$ cat src/rtl/wb_sched.sv
// wb_sched: arbitrates the single register-file write port between the integer and load-store pipes,
// lsp-first with an ip anti-starvation override, one registered stage into the register file.
module wb_sched #(
  parameter int STARVE_LIMIT = 4,
  parameter int CNT_W        = 3
) (
  input  logic             clk,
  input  logic             rst_n,
  input  logic [4:0]       ip_wb_dst,
  input  logic [63:0]      ip_wb_result,
  input  logic             ip_wb_wb_en,
  input  logic             ip_wb_valid,
  output logic             ip_wb_ready,
  input  logic [4:0]       lsp_wb_dst,
  input  logic [63:0]      lsp_wb_result,
  input  logic             lsp_wb_wb_en,
  input  logic             lsp_wb_valid,
  output logic             lsp_wb_ready,
  output logic             rf_wen,
  output logic [4:0]       rf_wdst,
  output logic [63:0]      rf_wdata,
  output logic             sb_clr_en,
  output logic [4:0]       sb_clr_dst,
  output logic             ip_retire,
  output logic             lsp_retire,
  output logic [CNT_W-1:0] starve_cnt
);
  logic             w_ip_wreq, w_ip_nowb, w_lsp_wreq, w_lsp_nowb;
  logic             w_force_ip, w_grant_ip, w_grant_lsp, w_ip_acc, w_lsp_acc;
  logic [CNT_W-1:0] w_cnt_nxt;
  logic             r_wen, r_ip_retire, r_lsp_retire;
  logic [4:0]       r_wdst;
  logic [63:0]      r_wdata;
  logic [CNT_W-1:0] r_cnt;

  assign w_ip_wreq   = ip_wb_valid && ip_wb_wb_en && (ip_wb_dst != 5'd0);
  assign w_ip_nowb   = ip_wb_valid && !w_ip_wreq;
  assign w_lsp_wreq  = lsp_wb_valid && lsp_wb_wb_en && (lsp_wb_dst != 5'd0);
  assign w_lsp_nowb  = lsp_wb_valid && !w_lsp_wreq;
  assign w_force_ip  = r_cnt >= CNT_W'(STARVE_LIMIT);
  assign w_grant_ip  = w_ip_wreq && (!w_lsp_wreq || w_force_ip);
  assign w_grant_lsp = w_lsp_wreq && !w_grant_ip;
  // Nothing is accepted while reset is held, so no retire pulse can be lost.
  assign w_ip_acc    = rst_n && (w_ip_nowb || w_grant_ip);
  assign w_lsp_acc   = rst_n && (w_lsp_nowb || w_grant_lsp);

  always_comb begin
    w_cnt_nxt = r_cnt;
    if (w_ip_wreq && w_grant_lsp)
      w_cnt_nxt = (r_cnt == {CNT_W{1'b1}}) ? r_cnt : r_cnt + 1'b1;
    else if (w_grant_ip || !w_ip_wreq)
      w_cnt_nxt = '0;
  end

  always_ff @(posedge clk or negedge rst_n) begin
    if (!rst_n) begin
      r_wen        <= 1'b0;
      r_wdst       <= '0;
      r_wdata      <= '0;
      r_ip_retire  <= 1'b0;
      r_lsp_retire <= 1'b0;
      r_cnt        <= '0;
    end else begin
      r_wen        <= w_grant_ip || w_grant_lsp;
      r_ip_retire  <= w_ip_acc;
      r_lsp_retire <= w_lsp_acc;
      r_cnt        <= w_cnt_nxt;
      if (w_grant_ip || w_grant_lsp) begin
        r_wdst  <= w_grant_ip ? ip_wb_dst : lsp_wb_dst;
        r_wdata <= w_grant_ip ? ip_wb_result : lsp_wb_result;
      end
    end
  end

  assign ip_wb_ready  = w_ip_acc;
  assign lsp_wb_ready = w_lsp_acc;
  assign rf_wen       = r_wen;
  assign rf_wdst      = r_wdst;
  assign rf_wdata     = r_wdata;
  assign sb_clr_en    = r_wen;
  assign sb_clr_dst   = r_wdst;
  assign ip_retire    = r_ip_retire;
  assign lsp_retire   = r_lsp_retire;
  assign starve_cnt   = r_cnt;
endmodule

$ cat config.mk
export PLATFORM = sky130hd
export DESIGN_NAME = wb_sched
export DESIGN_NICKNAME = d
export VERILOG_FILES = /design/src/rtl/wb_sched.sv
export SDC_FILE = /design/constraint.sdc
export NUM_CORES = 1
export LEC_CHECK = 0
export CAP_MARGIN = 20
export CORE_MARGIN = 2
export CORE_UTILIZATION = 39
export DETAILED_ROUTE_END_ITERATION = 6
export GPL_TIMING_DRIVEN = 0
export PLACE_DENSITY = 0.83
export SLEW_MARGIN = 25
export SYNTH_ARGS = -nofsm -noshare
export SYNTH_HDL_FRONTEND = slang
export SYNTH_SLANG_ARGS = --single-unit
$ cat constraint.sdc
create_clock -name clk -period 5.2 [get_ports clk]
set_input_delay 1.3 -clock clk [delete_from_list [all_inputs] [get_ports clk]]
set_output_delay 1.3 -clock clk [all_outputs]
set_load 0.01 [all_outputs]
Word level (Yosys, flattened, before mapping)
Index checks and enable logic that the tools add are counted.
{"block": "word_totals", "register_bits": 75, "latchBits": 0, "mem_bits_rw": 0, "mem_bits_ro": 0, "output_inout_bits": 83, "word_cells": 38, "mem_count": 0}
{"block": "op_classes", "n_addsub": 1, "multipliers": 0, "div_mod_pow": 0, "n_lt_le_gt_ge": 1, "eq_ne": 2, "shift": 0, "muxes": 5, "bitwise": 0, "reduce_logical": 23}
{"cell": "two-way mux 64 bit", "count": 1}
{"cell": "logical AND 1 bit", "count": 11}
{"cell": "nonzero test 5 bit", "count": 2}
{"cell": "two-way mux 3 bit", "count": 3}
{"cell": "logical OR 1 bit", "count": 5}
{"cell": "two-way mux 5 bit", "count": 1}
{"cell": "adder 3 x 1 -> 3 bit, second input constant", "count": 1}
{"cell": "== test 3 bit, second input constant", "count": 1}
{"cell": ">= comparator 3 bit, second input constant", "count": 1}
{"cell": "zero test 1 bit", "count": 3}
{"cell": "inequality test 2 bit, second input constant", "count": 1}
{"cell": "AND reduction 2 bit", "count": 1}
{"cell": "nonzero test 2 bit", "count": 1}

Logic depth before layout (Yosys ltp)
Gate-level depths: netlist of the first run.
{"block": "depth", "word_depth": 10, "mapped_depth": 7, "mapped_depth_nobuf": 4}

Worst setup path after synthesis of the first run
Ideal clock, no wire load.
{"block": "synth_path", "path_type": "input to output", "from": "in lsp_wb_dst[1]", "to": "out ip_wb_ready", "arrival_time_ps": 2752, "slack_ps": 1148, "cell_stages": 6, "path_buffers": 2, "path_cell_list": "or4_4 -> o211a_1 -> buf_2 -> buf_2 -> nand3b_1 -> and3_1"}
{"block": "synth_via", "elab_chain_len": 7}
{"item": "start, declared", "line": "14", "source": "input logic [4:0] lsp_wb_dst,"}
{"item": "nonzero test 5 bit", "line": "38", "source": "assign w_lsp_wreq = lsp_wb_valid && lsp_wb_wb_en && (lsp_wb_dst != 5'd0);"}
{"item": "logical AND 1 bit", "line": "38"}
{"item": "zero test 1 bit", "line": "41", "source": "assign w_grant_ip = w_ip_wreq && (!w_lsp_wreq || w_force_ip);"}
{"item": "logical OR 1 bit", "line": "41"}
{"item": "logical AND 1 bit", "line": "41"}
{"item": "logical OR 1 bit", "line": "44", "source": "assign w_ip_acc = rst_n && (w_ip_nowb || w_grant_ip);"}
{"item": "logical AND 1 bit", "line": "44"}
{"item": "end, declared", "line": "13", "source": "output logic ip_wb_ready,"}
Every way passes these cells.

Worst setup path after layout of the first run
{"block": "layout_path", "from": "in ip_wb_dst[2]", "to": "out ip_wb_ready"}
{"block": "layout_via", "elab_chain_len": 6, "word_cells_on_any_way": 7, "classes_between": "reduce/logical (7)"}
{"item": "start, declared", "line": "9", "source": "input logic [4:0] ip_wb_dst,"}
{"item": "nonzero test 5 bit *", "line": "36", "source": "assign w_ip_wreq = ip_wb_valid && ip_wb_wb_en && (ip_wb_dst != 5'd0);"}
{"item": "logical AND 1 bit *", "line": "36"}
{"item": "zero test 1 bit", "line": "37", "source": "assign w_ip_nowb = ip_wb_valid && !w_ip_wreq;"}
{"item": "logical AND 1 bit", "line": "37"}
{"item": "logical OR 1 bit *", "line": "44"}
{"item": "logical AND 1 bit *", "line": "44"}
Every way passes the cells marked *; elsewhere a longest branch is shown, timed or not.

==> results of run 1 <==
## cells by family after synthesis
| logic type | count (synthesis) |
|---|---|
| AO/OA/AOI/OAI | 80 |
| flip-flops | 75 |
| AND/OR/NAND/NOR | 73 |
| buffers and inverters | 42 |
| adder cells (fa/ha/maj) | 2 |
| XOR/XNOR | 1 |
| multiplexers | 1 |
## worst paths after layout
path / to / slack [ns]
min in group asynchronous: rf_wdata[16]$_DFFE_PN0P_ / 0.91
max in group asynchronous: rf_wdata[44]$_DFFE_PN0P_ / 3.69
min: rf_wdst[3]$_DFFE_PN0P_ / 0.56
min reg2reg: rf_wdst[3]$_DFFE_PN0P_ / 0.56
max reg2reg: rf_wdata[11]$_DFFE_PN0P_ / 3.47
max: ip_wb_ready / 0.14
## cells in the final DEF, fill, tap and decap left out
cell type        netlist  routed
and3_1                 1       1
a21oi_2                1       1
o311a_1                1       1
bufinv_16              0       1
a21oi_1                1       1
or3_1                  1       1
inv_1                  6       6
clkbuf_1              11      11
o211ai_2               1       1
mux2i_1                1       1
xor2_1                 1       1
clkbuf_8               0      12
clkdlybuf4s50_1        0     225
nor2_1                 3       3
o211a_4                0       1
or4_4                  1       1
buf_1                  1       1
o21a_1                 1       1
nand2_1                1       1
nand3b_1               1       1
buf_4                  6       8
buf_6                  9       9
dfrtp_1               75      75
buf_12                 0       1
ha_1                   2       2
a211oi_1               5       5
buf_2                  9       8
clkinvlp_4             0       1
clkinv_2               0       2
a221o_1               69      69
nor3b_1               65      65
## flip-flops by register name (all words and copies together), names as in the netlist
signal,count
rf_wdata,64
rf_wdst,5
starve_cnt,3
ip_retire,1
lsp_retire,1
rf_wen,1
## metrics by stage
step / util / hold WS, ns
6_report: 0.7033 / 0.5586
3_3_place_gp: 0.6758 / 0.5358
3_5_place_dp: 0.6778 / 0.5435
5_1_grt: 0.7033 / 0.5696
2_1_floorplan: - / 0.5660
4_1_cts: 0.7030 / 0.5612
## power by group through the flow
stage	logic, uW	clock network [uW]	registers, uW
after CTS	539	483	698
after floorplan	165	0	743
after global routing	569	503	707
after detailed placement	536	0	709
final	536	474	698
after global placement	526	0	705
## metal layers
metal	share of wire	up-vias
met5	0	-
met4	0.012	0
met3	0.077	10
met2	0.52	167
met1	0.39	1720
li1	-	1567
## final cells by class
cell class                 instances  area share
multi-input combinational        157      0.2230
clock inverter                     4    0.007752
sequential                        75      0.3060
timing repair buffer             228      0.3729
tap                              108     0.02203
buffer                            35     0.03774
clock buffer                      12     0.02693
inverter                           6    0.003672
## timing repair
action | 4_1_cts | 5_1_grt
hold endpoints to repair | 0 | 0
setup buffers | 1 | 0
cloned | 0 | 0
gates resized for setup | 0 | 1
setup endpoints to repair | 1 | 1
==> flow_metrics.tcl, run 1 <==
set metrics [dict create \
    syn_nets 420 \
    synth_warnings 0 \
    synthMuxAreaShare 0.002863 \
    place_congestion 0.8899 \
    peakVddDrop_mv 0.1303 \
    drtPass1Iterations 4 \
    synth_top_area_share 0.5369 \
    setup_tns_ns 0 \
    met1_usage 0.2773 \
    syn2layout_area_growth_pct 75.45 \
    crit_start "ip_wb_dst[2]" \
    synth_area_leaders "dfrtp_1 54%, a221o_1 20%, nor3b_1 14%" \
    min_path_cells 1 \
    synth_edf_count 0 \
    die_area_mm2 0.009737 \
    start_kind "input port" \
    cts_tree "done" \
    grt_overflow 0 \
    synth.distinct_cells 25 \
    top_usage_layer "met2" \
    dr_total_vias 3464 \
    syn_area_mm2 0.003496 \
    setup_violations 0 \
    grt_pass1_vias 3609 \
    via_per_inst 5.542 \
    gr-usage-met3 0.06028 \
    synth_top_family_by_area "compound AO/OA/AOI/OAI gates" \
    top_level_ports 227 \
    hold_path_startpoint "rf_wdst[3]$_DFFE_PN0P_" \
    hold_path_class "flip-flop to flip-flop" \
    wl_um 11800 \
    die_w_um 98.68 \
    fmax_ghz 0.1975 \
    fp.dieH_um 98.68 \
    combPwrFrac 0.314 \
    route.detailed.drc 0 \
    cp.arrival_ns 3.76 \
    rsz0062_at_grt "false" \
    synth_flop_cell "dfrtp_1" \
    critPathMostFrequentCell "clkdlybuf4s50_1" \
    use_met2 0.4239 \
    r2r_start "starve_cnt[2]$_DFFE_PN0P_" \
    synth-seq-cells 75 \
    slew_viol_final 0 \
    path_class "input port to primary output" \
    synth.cells.most_frequent "75 x dfrtp_1, 69 x a221o_1, 65 x nor3b_1" \
    grt_max_degree 44 \
    synth-simple-area-share 0.1528 \
    p_int_uw 1261 \
    cts_num_sinks 75 \
    coreArea_mm2 0.008721 \
    antenna_found_initial 0 \
    power_uw 1708 \
    dp_hpwl_um 8978 \
    min_period_ns 5.063 \
    critPathSlowestCell "clkdlybuf4s50_1" \
    finalCritPeriodShare 0.9736 \
    crit_family "buffers and inverters" \
    dpl-instance-area_mm2 0.005911 \
    synth_compound_gate_area_share 0.2237 \
    stdcell_count 625 \
    synth-xor-area-share 0.002505 \
    multi_input_area_mm2 0.001368 \
    switchingPower_uw 446.7 \
    drt_iter0_markers 105 \
    cellPowerDensity_mw_per_mm2 278.5 \
    worst_pin_slew_ns 0.5236 \
    slowest_delay_ns 0.54 \
    setup_ws_ns 0.1375 \
    p_leak_uw 0.002502 \
    status "finished, final reports clean" \
    path_buf_inv 4 \
    cap_viol_max_count 0 \
    fill_cells 701 \
    yosysMostFrequentCell "dfrtp_1" \
    cp.depth 8 \
    final_nets 658 \
    pre_cts_slack_ns -0.07195 \
    placedCellCount 609 \
    cts_buffers 9 \
    crit_chain "clkdlybuf4s50_1 > or3_1 > o311a_1 > buf_6 > clkbuf_1 > nand3b_1 > and3_1 > clkdlybuf4s50_1" \
    final_area_mm2 0.006133 \
    synthCells 274 \
    worstSkewPairLatency_ns 0.33 \
    drive_above_1_share 0.08897 \
    reg2reg_depth 4 \
    n_antenna_cell 0 \
    hold_violations 0 \
    p_seq_frac 0.409 \
    start_util 0.4009 \
    grt_pass1_wl_um 18290 \
    finClkSkew_ns 0.007021 \
    cts_hold_buf 0 \
    critPathMaxFanout 10 \
    drtAntennaViolNets 0 \
    async_flop_share 1.000 \
    p_sw_frac 0.2615 \
    htree_levels 3 \
    required_ns 3.90 \
    synth_area_leader_cell "dfrtp_1" \
    clock_tree.root_cell "clkbuf_8" \
    postSynthAreaPerCell_um2 12.76 \
    synth_fa_ha_area_frac 0.007158 \
    pwr-share-clk 0.278 \
    gr-usage-all-layers 0.2354 \
    crit_path_end_kind "primary output" \
    clk_pin_slew_ns 0.08 \
    maxSlewHeadroom 0.6510 \
    numPortBuffers 226 \
    rows 34 \
    wl_per_cell_um 18.87 \
    clock_path_buffers 2 \
    ys_seq_area_frac 0.5369 \
    seqCellArea_mm2 0.001877 \
]
No activity file was read; power rests on OpenSTA's default activity.
==> run 2, diff against run 1 <==
--- a/config.mk
+++ b/config.mk
@@ -6,11 +6,12 @@
 export NUM_CORES = 1
 export LEC_CHECK = 0
 export CAP_MARGIN = 20
-export CORE_MARGIN = 2
+export CORE_MARGIN = 5
 export CORE_UTILIZATION = 39
 export DETAILED_ROUTE_END_ITERATION = 6
 export GPL_TIMING_DRIVEN = 0
 export PLACE_DENSITY = 0.83
+export REMOVE_ABC_BUFFERS = 1
 export SLEW_MARGIN = 25
 export SYNTH_ARGS = -nofsm -noshare
 export SYNTH_HDL_FRONTEND = slang
==> run 2 against run 1 <==
- clock skew rose by 0.0080 ns
- largest cell class unchanged
- worst hold slack got worse by 0.015 ns
- final area fell by 1.4%
- combinational power shrank 0.7%
- critical path depth shrank 1
- highest routed layer unchanged
- clock power is 13% lower
- utilization decreased by 1.0 points
- critical endpoint unchanged
- first-iteration DRC count grew 36%
- final cell count is 5.0% lower
- via count shrank 2.8%
- sequential share of layout area up 0.44 points
- maximum frequency decreased by 2.5%
==> flow_metrics.tcl, run 2 (synthesis results as in run 1) <==
set metrics [dict create \
    setup_violations 0 \
    cts_tree "done" \
    combPwrFrac 0.324 \
    clock_path_buffers 2 \
    drt_iter0_markers 143 \
    dp_hpwl_um 9045 \
    hold_path_class "flip-flop to flip-flop" \
    n_antenna_cell 0 \
    critPathMaxFanout 56 \
    fmax_ghz 0.1925 \
    multi_input_area_mm2 0.001411 \
    finClkSkew_ns 0.01501 \
    drtPass1Iterations 4 \
    gr-usage-all-layers 0.2208 \
    pre_cts_slack_ns -0.1988 \
    cts_hold_buf 0 \
    fp.dieH_um 104.7 \
    layout_commonest_cell "clkdlybuf4s50_1" \
    p_leak_uw 0.002428 \
    cap_viol_max_count 0 \
    cts_num_sinks 75 \
    wl_per_cell_um 20.81 \
    crit_start "lsp_wb_dst[1]" \
    required_ns 3.90 \
    dr_total_vias 3367 \
    pwr-share-clk 0.251 \
    placedCellCount 578 \
    grt_overflow 0 \
    worstSkewPairLatency_ns 0.34 \
    final_cell_mix "224 x clkdlybuf4s50_1, 75 x dfrtp_1, 69 x a221o_1, 65 x nor3b_1, 9 x clkbuf_8" \
    via_per_inst 5.668 \
    path_class "input port to primary output" \
    numPortBuffers 226 \
    clock_tree.root_cell "clkbuf_8" \
    crit_path_end_kind "primary output" \
    stdcell_count 594 \
    top_level_ports 227 \
    die_w_um 104.7 \
    htree_levels 3 \
    peakVddDrop_mv 0.1451 \
    largest_reg_flops 64 \
    path_buf_inv 3 \
    min_period_ns 5.195 \
    clk_pin_slew_ns 0.09 \
    drtAntennaViolNets 0 \
    drive_above_1_share 0.05967 \
    slew_viol_final 0 \
    status "finished, final reports clean" \
    syn2layout_area_growth_pct 72.94 \
    critPathMostFrequentCell "clkdlybuf4s50_1" \
    maxSlewHeadroom 0.6494 \
    hold_violations 0 \
    cp.arrival_ns 3.89 \
    switchingPower_uw 434.6 \
    start_util 0.4009 \
    fill_cells 615 \
    die_area_mm2 0.01096 \
    critPathSlowestCell "or4_4" \
    grt_max_degree 65 \
    wl_um 12360 \
    seqCellArea_mm2 0.001877 \
    slowest_delay_ns 0.59 \
    p_seq_frac 0.425 \
    cts_buffers 9 \
    antenna_found_initial 0 \
    r2r_start "starve_cnt[2]$_DFFE_PN0P_" \
    p_sw_frac 0.2645 \
    hold_path_startpoint "rf_wdst[0]$_DFFE_PN0P_" \
    grt_pass1_vias 3515 \
    rows 34 \
    start_kind "input port" \
    setup_tns_ns 0 \
    setup_ws_ns 0.005353 \
    crit_chain "clkdlybuf4s50_1 > or4_4 > o211a_4 > buf_16 > nand3b_1 > and3_1 > clkdlybuf4s50_1" \
    p_int_uw 1208 \
    finalCritPeriodShare 0.9990 \
    crit_family "buffers and inverters" \
    worst_pin_slew_ns 0.5247 \
    route.detailed.drc 0 \
    coreArea_mm2 0.008721 \
    final_nets 630 \
    holdWs_ns 0.5434 \
    cellPowerDensity_mw_per_mm2 271.7 \
    grt_pass1_wl_um 19460 \
    place_congestion 0.7318 \
]
[run 2: changes by cell type in the layout (fill, tap and decap cells not counted), moves of 3 or more]
| cell | previous run | this run |
|---|---|---|
| buf_16 | 0 | 5 |
| buf_6 | 9 | 0 |
| clkbuf_8 | 12 | 9 |
| buf_2 | 8 | 0 |
| clkbuf_1 | 11 | 0 |
| buf_4 | 8 | 3 |
[run 2: timing repair]
item / CTS / global route
hold endpoints to repair: 0 / 0
resized for setup: 1 / 1
setup endpoints to repair: 1 / 2
setup buffers: 0 / 2
gates cloned: 1 / 0
[run 2: layer usage]
| metal | part of all wire | routed length [um] | vias to the layer above | GRT usage |
|---|---|---|---|---|
| met5 | 0 | 0 | - | 0 |
| met4 | 0.017 | 207 | 0 | 0.06119 |
| met3 | 0.096 | 1192 | 18 | 0.07583 |
| met2 | 0.48 | 5980 | 192 | 0.3756 |
| met1 | 0.40 | 4980 | 1647 | 0.2671 |
| li1 | - | - | 1510 | - |
[run 2: power by group through the flow]
stage	registers (uW)	logic, uW	clock network [uW]
floorplan	746	140	0
detailed placement	709	532	0
CTS	698	536	430
global route	709	565	452
finish	698	532	412
global placement	704	506	0
[run 2: area by class of cell]
type / count / area share
repair buffers: 234 / 0.4021
flip-flops and latches: 75 / 0.3104
multi-input cells: 158 / 0.2334
well taps: 108 / 0.02235
clock buffers: 9 / 0.02049
clock inverters: 4 / 0.007450
inverters: 6 / 0.003725
[run 2: final timing paths]
check	slack [ns]	cells after the start	endpoint
max	0.005	7	ip_wb_ready
min in group asynchronous	0.90	1	ip_retire$_DFF_PN0_
min	0.54	1	rf_wdst[0]$_DFFE_PN0P_
max reg2reg	3.56	3	rf_wdata[13]$_DFFE_PN0P_
min reg2reg	0.54	1	rf_wdst[0]$_DFFE_PN0P_
max in group asynchronous	3.71	2	rf_wdata[34]$_DFFE_PN0P_
[run 2: through the flow]
stage	instance area, um2	power [uW]	util
floorplan	3259	886.0	-
global placement	5657	1210	0.6486
detailed placement	5846	1241	0.6703
CTS	6022	1664	0.6905
global route	6046	1726	0.6933
finish	6046	1643	0.6933
[run 2: worst register-to-register path, cell delays in order, from the launching register on]
cell,delay [ns]
dfrtp_1,0.54
o21a_4,0.37
buf_12,0.21
a221o_1,0.40
